[src/rtl/wait_port_arbiter.sv]
// Two-source wait-state arbiter: glueclock and COM-port cycles are captured,
// served one at a time through the SPI slave, and completed by wait_end or timeout.
module wait_port_arbiter #(
    parameter int unsigned         TO_W   = 16,
    parameter logic [TO_W-1:0]     TO_MAX = 16'hFFFF
) (
    input  logic       fclk,
    input  logic       rst_n,
    input  logic       glu_req,
    input  logic       com_req,
    input  logic [7:0] glu_addr,
    input  logic [7:0] com_addr,
    input  logic [7:0] glu_wdata,
    input  logic [7:0] com_wdata,
    input  logic       glu_rnw,
    input  logic       com_rnw,
    output logic       glu_wait,
    output logic       com_wait,
    output logic       glu_done,
    output logic       com_done,
    output logic [7:0] rdata,
    output logic       timeout,
    output logic [1:0] status,
    output logic       status_wrn,
    output logic [7:0] wait_addr,
    output logic [7:0] wait_write,
    input  logic [7:0] wait_read,
    input  logic       wait_end
);

    typedef enum logic [1:0] {
        IDLE  = 2'b00,
        SERVE = 2'b01,
        DONE  = 2'b10
    } state_t;

    state_t          state_q, state_d;
    logic            glu_pend_q, glu_pend_d;
    logic            com_pend_q, com_pend_d;
    logic [7:0]      glu_addr_q, glu_addr_d;
    logic [7:0]      com_addr_q, com_addr_d;
    logic [7:0]      glu_wdata_q, glu_wdata_d;
    logic [7:0]      com_wdata_q, com_wdata_d;
    logic            glu_rnw_q, glu_rnw_d;
    logic            com_rnw_q, com_rnw_d;
    logic            grant_com_q, grant_com_d;
    logic            last_com_q, last_com_d;
    logic [TO_W-1:0] timer_q, timer_d;
    logic [1:0]      status_q, status_d;
    logic            status_wrn_q, status_wrn_d;
    logic [7:0]      wait_addr_q, wait_addr_d;
    logic [7:0]      wait_write_q, wait_write_d;
    logic [7:0]      rdata_q, rdata_d;
    logic            glu_wait_q, glu_wait_d;
    logic            com_wait_q, com_wait_d;
    logic            glu_done_q, glu_done_d;
    logic            com_done_q, com_done_d;
    logic            timeout_q, timeout_d;
    logic            pick_com_s;
    logic [TO_W-1:0] timer_inc_s;

    assign timer_inc_s = timer_q + {{(TO_W-1){1'b0}}, 1'b1};
    // COM wins only when glueclock is idle or glueclock was granted last.
    assign pick_com_s  = com_pend_q & (~glu_pend_q | ~last_com_q);

    // Request capture, arbitration and the IDLE/SERVE/DONE sequencer.
    always_comb begin
        state_d      = state_q;
        glu_pend_d   = glu_pend_q;
        com_pend_d   = com_pend_q;
        glu_addr_d   = glu_addr_q;
        com_addr_d   = com_addr_q;
        glu_wdata_d  = glu_wdata_q;
        com_wdata_d  = com_wdata_q;
        glu_rnw_d    = glu_rnw_q;
        com_rnw_d    = com_rnw_q;
        grant_com_d  = grant_com_q;
        last_com_d   = last_com_q;
        timer_d      = timer_q;
        status_d     = status_q;
        status_wrn_d = status_wrn_q;
        wait_addr_d  = wait_addr_q;
        wait_write_d = wait_write_q;
        rdata_d      = rdata_q;
        glu_done_d   = 1'b0;
        com_done_d   = 1'b0;
        timeout_d    = 1'b0;

        if (glu_req && !glu_pend_q) begin
            glu_pend_d  = 1'b1;
            glu_addr_d  = glu_addr;
            glu_wdata_d = glu_wdata;
            glu_rnw_d   = glu_rnw;
        end else begin
            glu_pend_d  = glu_pend_d;
        end

        if (com_req && !com_pend_q) begin
            com_pend_d  = 1'b1;
            com_addr_d  = com_addr;
            com_wdata_d = com_wdata;
            com_rnw_d   = com_rnw;
        end else begin
            com_pend_d  = com_pend_d;
        end

        case (state_q)
            IDLE: begin
                if (glu_pend_q || com_pend_q) begin
                    grant_com_d = pick_com_s;
                    last_com_d  = pick_com_s;
                    timer_d     = {TO_W{1'b0}};
                    state_d     = SERVE;
                    if (pick_com_s) begin
                        com_pend_d   = 1'b0;
                        wait_addr_d  = com_addr_q;
                        wait_write_d = com_wdata_q;
                        status_wrn_d = com_rnw_q;
                        status_d     = 2'b10;
                    end else begin
                        glu_pend_d   = 1'b0;
                        wait_addr_d  = glu_addr_q;
                        wait_write_d = glu_wdata_q;
                        status_wrn_d = glu_rnw_q;
                        status_d     = 2'b01;
                    end
                end else begin
                    state_d = IDLE;
                end
            end
            SERVE: begin
                timer_d = timer_inc_s;
                // wait_end is checked first so it wins over a coincident expiry.
                if (wait_end || (timer_inc_s == TO_MAX)) begin
                    state_d    = DONE;
                    status_d   = 2'b00;
                    glu_done_d = ~grant_com_q;
                    com_done_d = grant_com_q;
                    if (wait_end) begin
                        rdata_d = status_wrn_q ? wait_read : rdata_q;
                    end else begin
                        rdata_d   = status_wrn_q ? 8'hFF : rdata_q;
                        timeout_d = 1'b1;
                    end
                end else begin
                    state_d = SERVE;
                end
            end
            DONE: begin
                state_d = IDLE;
            end
            default: begin
                state_d  = IDLE;
                status_d = 2'b00;
            end
        endcase

        glu_wait_d = glu_pend_d | ((state_d == SERVE) & ~grant_com_d);
        com_wait_d = com_pend_d | ((state_d == SERVE) &  grant_com_d);
    end

    // State and output registers; reset drops any transaction in flight.
    always_ff @(posedge fclk or negedge rst_n) begin
        if (!rst_n) begin
            state_q      <= IDLE;
            glu_pend_q   <= 1'b0;
            com_pend_q   <= 1'b0;
            glu_addr_q   <= 8'h00;
            com_addr_q   <= 8'h00;
            glu_wdata_q  <= 8'h00;
            com_wdata_q  <= 8'h00;
            glu_rnw_q    <= 1'b0;
            com_rnw_q    <= 1'b0;
            grant_com_q  <= 1'b0;
            last_com_q   <= 1'b1;
            timer_q      <= {TO_W{1'b0}};
            status_q     <= 2'b00;
            status_wrn_q <= 1'b0;
            wait_addr_q  <= 8'h00;
            wait_write_q <= 8'h00;
            rdata_q      <= 8'hFF;
            glu_wait_q   <= 1'b0;
            com_wait_q   <= 1'b0;
            glu_done_q   <= 1'b0;
            com_done_q   <= 1'b0;
            timeout_q    <= 1'b0;
        end else begin
            state_q      <= state_d;
            glu_pend_q   <= glu_pend_d;
            com_pend_q   <= com_pend_d;
            glu_addr_q   <= glu_addr_d;
            com_addr_q   <= com_addr_d;
            glu_wdata_q  <= glu_wdata_d;
            com_wdata_q  <= com_wdata_d;
            glu_rnw_q    <= glu_rnw_d;
            com_rnw_q    <= com_rnw_d;
            grant_com_q  <= grant_com_d;
            last_com_q   <= last_com_d;
            timer_q      <= timer_d;
            status_q     <= status_d;
            status_wrn_q <= status_wrn_d;
            wait_addr_q  <= wait_addr_d;
            wait_write_q <= wait_write_d;
            rdata_q      <= rdata_d;
            glu_wait_q   <= glu_wait_d;
            com_wait_q   <= com_wait_d;
            glu_done_q   <= glu_done_d;
            com_done_q   <= com_done_d;
            timeout_q    <= timeout_d;
        end
    end

    assign glu_wait   = glu_wait_q;
    assign com_wait   = com_wait_q;
    assign glu_done   = glu_done_q;
    assign com_done   = com_done_q;
    assign rdata      = rdata_q;
    assign timeout    = timeout_q;
    assign status     = status_q;
    assign status_wrn = status_wrn_q;
    assign wait_addr  = wait_addr_q;
    assign wait_write = wait_write_q;

endmodule

[config.mk]
export PLATFORM = sky130hd
export DESIGN_NAME = wait_port_arbiter
export DESIGN_NICKNAME = d
export VERILOG_FILES = /design/src/rtl/wait_port_arbiter.sv
export SDC_FILE = /design/constraint.sdc
export NUM_CORES = 1
export LEC_CHECK = 0
export ABC_AREA = 1
export CAP_MARGIN = 20
export CORE_MARGIN = 2
export CORE_UTILIZATION = 44
export DETAILED_ROUTE_END_ITERATION = 8
export PLACE_DENSITY_LB_ADDON = 0.08
export REMOVE_ABC_BUFFERS = 1
export SLEW_MARGIN = 20
export SYNTH_ARGS = -nofsm -noshare
export SYNTH_HDL_FRONTEND = slang
export SYNTH_SLANG_ARGS = --single-unit
[constraint.sdc]
create_clock -name fclk -period 3 [get_ports fclk]
set_input_delay 0.45 -clock fclk [delete_from_list [all_inputs] [get_ports fclk]]
set_output_delay 0.45 -clock fclk [all_outputs]
set_load 0.01 [all_outputs]
Word level (Yosys, flattened, before mapping). Index checks and enable logic that the tools add are counted. Widths: inputs -> output; s select.

Bits in registers: 88. Input bits: 47. Output and inout bits: 32. Word-level logic and storage cells: 84.

$add $sub $neg: 1. Equal/unequal tests: 6. Muxes and demuxes: 32. Bitwise logic cells: 11. Reductions and logical operators: 12.

Operator list (count): $mux 8 (5); $pmux 16 s2 (1); $mux 1 (19); $add 16x1->16 const B (1); $eq 16x16->1 const B (1); $mux 16 (1); $mux 2 (4); $pmux 2 s3 (1); $reduce_and 3->1 (2); $not 1->1 (5); $eq 2x1->1 const B (2); $ne 2x2->1 const B (2); $pmux 2 s2 (1); $reduce_and 2->1 (2); $and 1x1->1 (3); $or 1x1->1 (3); $eq 2x2->1 const B (1); $logic_and 1x1->1 (2); $logic_not 1->1 (2); $logic_not 2->1 (1); $logic_or 1x1->1 (2); $reduce_bool 2->1 (1).

Depth between registers and ports, before layout. Gate-level depths: netlist (run 1).

Word-level depth: 8. Depth in mapped cells: 13. Gate-level depth less buffers: 13.

Least setup slack after synthesis (run 1). OpenSTA, ideal clock, no wires.

Path type: reg2reg. Start point: register timer_q[1]. End point: register rdata_q[0] (netlist: rdata[0]). Setup time: 0.076 ns. Arrival time: 1.663 ns. Data required time: 2.924 ns. Slack: 1.260 ns. Stages on the path, launching flop included: 13. Buffers on the path: 0. Clock period less this slack: 1.740 ns. Cells stage by stage: dfrtp_1 > ha_1 > nand3_2 > nor2_4 > nand2_1 > nand2_1 > nand2_1 > nor3_4 > nand3_4 > nand2_8 > nand3_4 > nand2_1 > nand2_1.

Longest elaborated chain between the ends: 4.

Ends and longest elaborated chain: start, declared (RTL line 48) `logic [TO_W-1:0] timer_q, timer_d;`; start signal, assigned (RTL line 176) `timer_q <= {TO_W{1'b0}};`; start signal, assigned (RTL line 199) `timer_q <= timer_d;`; $add 16x1->16 (RTL line 62) `assign timer_inc_s = timer_q + {{(TO_W-1){1'b0}}, 1'b1};`; $eq 16x16->1 (RTL line 134) `if (wait_end || (timer_inc_s == TO_MAX)) begin`; $logic_or 1x1->1 (RTL line 134); $reduce_and 3->1 (no source line); end signal, assigned (RTL line 204) `rdata_q <= rdata_d;`; end, declared (RTL line 53) `logic [7:0] rdata_q, rdata_d;`.

Every way passes these cells. A chain may end at the register's enable or synchronous reset.

Worst setup path in the final report (run 1).
Start point: register timer_q[1]. End point: register com_wait_q (netlist: com_wait).

Longest elaborated chain between the ends: 8.

Ends and longest elaborated chain: $add 16x1->16 (RTL line 62); $eq 16x16->1 (RTL line 134); $logic_or 1x1->1 (RTL line 134); $mux 2 (RTL line 134); $pmux 2 s2 (RTL line 107) `case (state_q)`; named net state_d[0] (RTL line 37) `state_t state_q, state_d;`; $eq 2x1->1 (RTL line 159) `com_wait_d = com_pend_d | ((state_d == SERVE) & grant_com_d);`; $and 1x1->1 (RTL line 159); $or 1x1->1 (RTL line 159); named net com_wait_d (RTL line 55) `logic com_wait_q, com_wait_d;`; end signal, assigned (RTL line 206) `com_wait_q <= com_wait_d;`; end, declared (RTL line 55).

The timed path passes the listed nets, and every way through them passes these cells.

==> results of run 1 <==
-- sequential cells by signal (all words and copies together) (netlist names), 2 cells and up --
signal and cells:
status 2, wait_addr 8, glu_addr_q 8, timer_q 16, wait_write 8, state_q 2, glu_wdata_q 8, com_addr_q 8
com_wdata_q 8, rdata 8
-- critical path: stages (launching register included) --
cell and delay [ps]:
dfrtp_1 440, ha_1 240, nand3_2 120, clkinv_1 110
nand2_1 70, nand2_1 40, nand2_1 120, nand3_1 130
nor2_2 170, nand3_4 120, nand3_2 100, nand2_1 100
nand2_1 80, nand2_1 60
-- placed cells by master, fill, tap and decap left out --
cell / Yosys / layout
a21oi_1: 34 / 34
and2_1: 2 / 2
buf_4: 0 / 7
buf_6: 0 / 1
bufinv_16: 0 / 2
clkbuf_1: 13 / 2
clkbuf_8: 0 / 9
clkdlybuf4s50_1: 0 / 77
clkinv_1: 1 / 1
clkinv_2: 0 / 1
clkinvlp_4: 0 / 1
dfrtp_1: 79 / 79
dfstp_2: 9 / 9
ha_1: 2 / 2
inv_1: 47 / 47
inv_6: 0 / 1
mux2_2: 17 / 17
nand2_1: 111 / 111
nand2_2: 1 / 1
nand2_8: 1 / 1
nand3_1: 17 / 17
nand3_2: 2 / 2
nand3_4: 2 / 2
nand3b_1: 1 / 1
nand4_1: 13 / 13
nor2_1: 33 / 33
nor2_2: 3 / 3
nor2_4: 4 / 4
nor3_4: 1 / 1
nor4_1: 1 / 1
o21ai_0: 45 / 45
o21ai_1: 10 / 10
or2_2: 10 / 10
xnor2_1: 1 / 1
xor2_1: 1 / 1
-- path summary, 6_finish.rpt --
| kind | start | to | slack, ps | depth (start not counted) |
|---|---|---|---|---|
| setup / recovery | timer_q[1]$_DFFE_PN0P_ | com_wait$_DFF_PN0_ | 980 | 13 |
| hold / removal | rst_n | timer_q[14]$_DFFE_PN0P_ | 120 | 1 |
| setup reg to reg | timer_q[1]$_DFFE_PN0P_ | com_wait$_DFF_PN0_ | 980 | 13 |
| hold reg to reg | grant_com_q$_DFF_PN0_ | glu_done$_DFF_PN0_ | 430 | 1 |
| max in group asynchronous | rst_n | rdata[4]$_DFFE_PN1P_ | 2200 | 2 |
| min in group fclk | grant_com_q$_DFF_PN0_ | glu_done$_DFF_PN0_ | 430 | 1 |
-- metrics by stage --
step                setup WS [ps]  power (mW)  hold slack, ps
global route                  744        5.09             201
floorplan                    1090        2.98             154
global placement             1010        3.81             418
CTS                           968        4.75             318
detailed placement            973        3.86             415
finish                        985        4.69             121
-- power groups by stage --
stage                     registers (mW)  logic [mW]  clock network [mW]
after floorplan                     2.07       0.911                   0
after CTS                           2.00        1.85               0.906
after detailed placement            2.02        1.84                   0
after global placement              2.01        1.80                   0
after global routing                2.07        2.06               0.957
final                               2.00        1.81               0.882
-- layer usage --
metal  GRT usage (%)  part of all wire [%]  vias up
met5               0                     0        -
met4            7.69                   1.3        0
met3            3.69                   5.4       14
met2            30.7                    48      103
met1            26.0                    46     1580
li1                -                     -     1667
-- cell type report --
| class | count | area [um2] |
|---|---|---|
| Clock inverter | 5 | 81.3 |
| Clock buffer | 11 | 131 |
| Fill cell | 846 | 3890 |
| Tap cell | 111 | 139 |
| Sequential cell | 88 | 2210 |
| Multi-Input combinational cell | 312 | 1640 |
| Timing Repair Buffer | 85 | 835 |
| Inverter | 48 | 180 |
-- logic make-up (layout without fill, tap and decap cells) --
kind of cell / Yosys count / in the layout / share of synthesized area [%]
adder cells (fa/ha/maj): 2 / 2 / 0.612
XOR/XNOR: 2 / 2 / 0.428
flip-flops: 88 / 88 / 54.1
buffers and inverters: 63 / 149 / 5.84
multiplexers: 17 / 17 / 4.68
AO/OA/AOI/OAI: 89 / 89 / 10.9
AND/OR/NAND/NOR: 202 / 202 / 23.4
==> metrics, run 1 <==
outcome=complete, no violations; Net Sw Frac=about 36%; fin crit share=between 60 and 70%; detailed-route via count=3364; final hold vios=0; Ports=79; clock skew=roughly 14 ps; Seq/Total Area, Yosys=between 50 and 60%; Final TNS setup=0 ps; GRT Util Overall=19.3%; Ant. Diodes=0; grt ovf=0; num rows=35; clock power share=between 10% and 20%; Die Y=about 100 um; Final Instance Count excl. Fillers=660; vias in the first global route=3407; dpl cell area=roughly 0.005 mm2; mean area per synthesized cell=around 9 um2; nets@finish=a little under 600; later-pin clock latency in the skew report=about 350 ps; Post-CTS Setup Bufs=0; initial core utilization=around 45%; minimum clock period=between 2000 and 2500 ps; Synth Flop Type=dfrtp_1; H-Tree Depth=3; CTS root buf=clkbuf_8; Critical Path RT=between 3000 and 4000 ps; Resize count post-CTS=0; Syn Inst Count=between 400 and 500; DR DRC count=0; Max Fclk=0.496 GHz; Ys Warns=0; area grow syn2layout=27.6%; Logic pwr share=between 30% and 40%; mapped cell area=between 0.004 and 0.005 mm2; pwr dens=900 mW/mm2; largest net degree at the start of global routing=83; EDFF count, synth=0; Buffers on Ports=78; sequential power share=around 43%; Hold Buf Count CTS=0; maximum vdd drop=approximately 440 uV; dpl hpwl=6110 um; Final setup viols=0; antenna viol nets, final=0; internal power=a little over 3 mW; Clock Tree Buf Depth=2; Max Slew Vio Count=0; Worst EP arrival=roughly 2300 ps; post-synth top area share=a little under 50%; crit-path max FO=5; final instance area=around 0.0052 mm2; Final Wtd Congestion=0.848; MaxCap Viol Count=0; Net Sw Power=roughly 1.7 mW; Iter 0 DRT Violations=approximately 130; final WL=between 8000 and 9000 um; synth top area cells=dfrtp_1 (48%), nand2_1 (10%), dfstp_2 (5.8%); critical path type=register to register; Synth Register Bits=about 90; LEAKAGE=between 2 and 2.5 nW; Die ar.=around 0.010 mm2; initial antenna violation count=0; Post-synth ARST share=between 90% and 100%; CTS Sinks=88; WL per Instance=13.6 um; Startpoint Class=register; Yosys top cell by area=dfrtp_1; top cells by count, synth=nand2_1 (111), dfrtp_1 (79), inv_1 (47); CTS Buf Count=9; Reg clk slew, reported paths=approximately 90 ps; Die W=between 100 and 150 um; Core Util, Final=between 50% and 60%; CTS tree=done; Unique masters post-synth=28; Worst Tran Pin Value=about 770 ps; core area=0.00911 mm2; Hold WC Path Type=primary input to async pin; first-pass GRT wire length=between 15000 and 20000 um; share of cells above drive strength 1=between 10% and 20%; DR vias/cell=approximately 5.1; crit path capture type=register; Slew HR=48.8%; TritonRoute pass-1 iters=4; most frequent cell after synthesis=nand2_1; placed cells=644; RSZ-0062 raised after global routing=false
Note: power is estimated with default switching activity, not from simulation.
==> inputs of run 2 (changes only) <==
==> constraint.sdc (replaced) <==
create_clock -name fclk -period 1.9 [get_ports fclk]
set_input_delay 0.285 -clock fclk [delete_from_list [all_inputs] [get_ports fclk]]
set_output_delay 0.285 -clock fclk [all_outputs]
set_load 0.01 [all_outputs]
==> run 2 against run 1 <==
  * The run now ends with setup timing left
  * Clock power is 38% higher
  * Utilization rose by 3.3 points
  * Critical path depth rose by 2
  * Register-to-register slack worse by 1100 ps
  * Sequential power rose by 56%
  * Cell count rose by 3.0%
  * Setup slack worse by 1100 ps
  * Worst hold slack improved by 260 ps
  * Power grew 59%
  * Highest routed layer unchanged
==> metrics, run 2 (synthesis gave the netlist of run 1 again) <==
outcome=finished, violations left; failing checks=setup timing; CTS Buf Count=9; grt ovf=0; CTS tree=done; detailed-route via count=roughly 3500; Buffers on Ports=78; LEAKAGE=approximately 2.4 nW; DR vias/cell=between 5 and 6; final WL=9830 um; pre-CTS setup slack=-52.1 ps; Worst Tran Pin Value=between 400 and 500 ps; maximum vdd drop=about 730 uV; nets@finish=approximately 610; Final Wtd Congestion=just over 0.8; CTS root buf=clkbuf_8; minimum clock period=approximately 2000 ps; Iter 0 DRT Violations=85; pwr dens=around 1400 mW/mm2; GRT Util Overall=a little over 20%; H-Tree Depth=3; area grow syn2layout=34.8%; initial core utilization=between 40 and 50%; WL per Instance=between 10 and 15 um; most common cell after layout, fill and taps aside=nand2_1; Max Slew Vio Count=0; fin crit share=104%; TritonRoute pass-1 iters=4; dpl cell area=0.00508 mm2; Slew HR=between 60% and 70%; Filler cells=roughly 800; clock skew=between 9 and 10 ps; antenna viol nets, final=0; Die W=100 um; Most flops, register=timer_q; Die Y=approximately 100 um; first-pass GRT wire length=~16000 um; RSZ-0062 raised after global routing=true; final hold vios=0; vias in the first global route=approximately 3500; largest net degree at the start of global routing=45; Worst EP arrival=2280 ps; Hold WC Path Type=primary input to async pin; Clock Tree Buf Depth=2; DR DRC count=0; Ports=79; CTS Sinks=88; share of cells above drive strength 1=22.3%; Seq. cell area=around 0.0022 mm2; dpl hpwl=between 6000 and 7000 um; later-pin clock latency in the skew report=360 ps; critical path type=register to register; Multi-input gate area=0.00177 mm2; initial antenna violation count=0; Reg clk slew, reported paths=~90 ps; crit path capture type=register; MaxCap Viol Count=0; num rows=35; Startpoint Class=register; crit-path max FO=6; Critical Path RT=2200 ps; Final setup viols=11; Die ar.=between 0.01 and 0.015 mm2; core area=between 0.009 and 0.01 mm2; Ant. Diodes=0; final instance area=0.00551 mm2; Max Fclk=approximately 0.51 GHz; Power, Total=7.48 mW; final worst setup slack=-77.9 ps; most frequent cells in the layout=nand2_1 (86), dfrtp_1 (78), clkdlybuf4s50_1 (77); max FFs per register=16
run 2: cell types whose count changed in the layout (fill, tap and decap cells not counted), moves of 4 or more:
cell     delta
nand3_2     +4
nand2_2    +25
nand2_1    -25
buf_12      +4
nand3_1     -5
buf_4      +14
run 2: report_power, final:
group          total, mW  internal (mW)  switching (mW)
clock network       1.22          0.519           0.698
registers           3.13           2.71           0.422
logic               3.13           1.45            1.68
run 2: layout make-up:
class / instances / share of cell area (%)
sequential: 88 / 40.2
multi-input combinational: 313 / 32.1
timing repair buffer: 104 / 18.7
inverter: 48 / 3.27
clock buffer: 11 / 2.56
tap: 111 / 2.52
clock inverter: 5 / 0.726
run 2: path summary, 6_finish.rpt:
check | depth (start not counted) | slack [ps] | start | endpoint
setup / recovery | 15 | -80 | timer_q[1]$_DFFE_PN0P_ | rdata[1]$_DFFE_PN1P_
setup reg to reg | 15 | -80 | timer_q[1]$_DFFE_PN0P_ | rdata[1]$_DFFE_PN1P_
hold / removal | 2 | 380 | rst_n | timer_q[15]$_DFFE_PN0P_
max in group asynchronous | 3 | 880 | rst_n | last_com_q$_DFFE_PN1P_
hold reg to reg | 1 | 440 | grant_com_q$_DFF_PN0_ | glu_done$_DFF_PN0_
min in group fclk | 1 | 440 | grant_com_q$_DFF_PN0_ | glu_done$_DFF_PN0_
run 2: critical path, cell delays in order, from the launching register on:
cell	delay (ps)
dfrtp_1	400
buf_6	120
ha_4	160
nand3_4	80
nor2_4	50
buf_12	130
nand2_2	50
nand2_2	50
nand2_2	80
nand3_2	100
nor2_4	140
nand3_4	130
buf_12	160
nand2_4	60
nand4_1	110
nand2_1	100
run 2: layer usage:
| layer | GRT usage, % | vias to the layer above | wire, um |
|---|---|---|---|
| met5 | 0 | - | 0 |
| met4 | 6.95 | 0 | 141 |
| met3 | 4.67 | 12 | 430 |
| met2 | 32.5 | 76 | 4890 |
| met1 | 27.0 | 1716 | 4370 |
| li1 | - | 1711 | - |
run 2: repair_timing:
action                                  CTS  global route
endpoints found under the setup margin   14            16
endpoints found under the hold margin    17             0
pin swaps                                 2            15
gates resized for setup                   3            36
gates cloned                              0             1
hold buffers                              1             0
buffers inserted                          3             8
run 2: metrics by stage:
step	hold WS (ps)	TNS [ps]	instances	utilization, %
3_3_place_gp	224	0	651	55.7
5_1_grt	396	-2540	680	60.5
4_1_cts	376	0	671	58.2
3_5_place_dp	228	-452	651	55.7
6_report	376	-488	680	60.5
2_1_floorplan	-10.6	-13.3	448	-
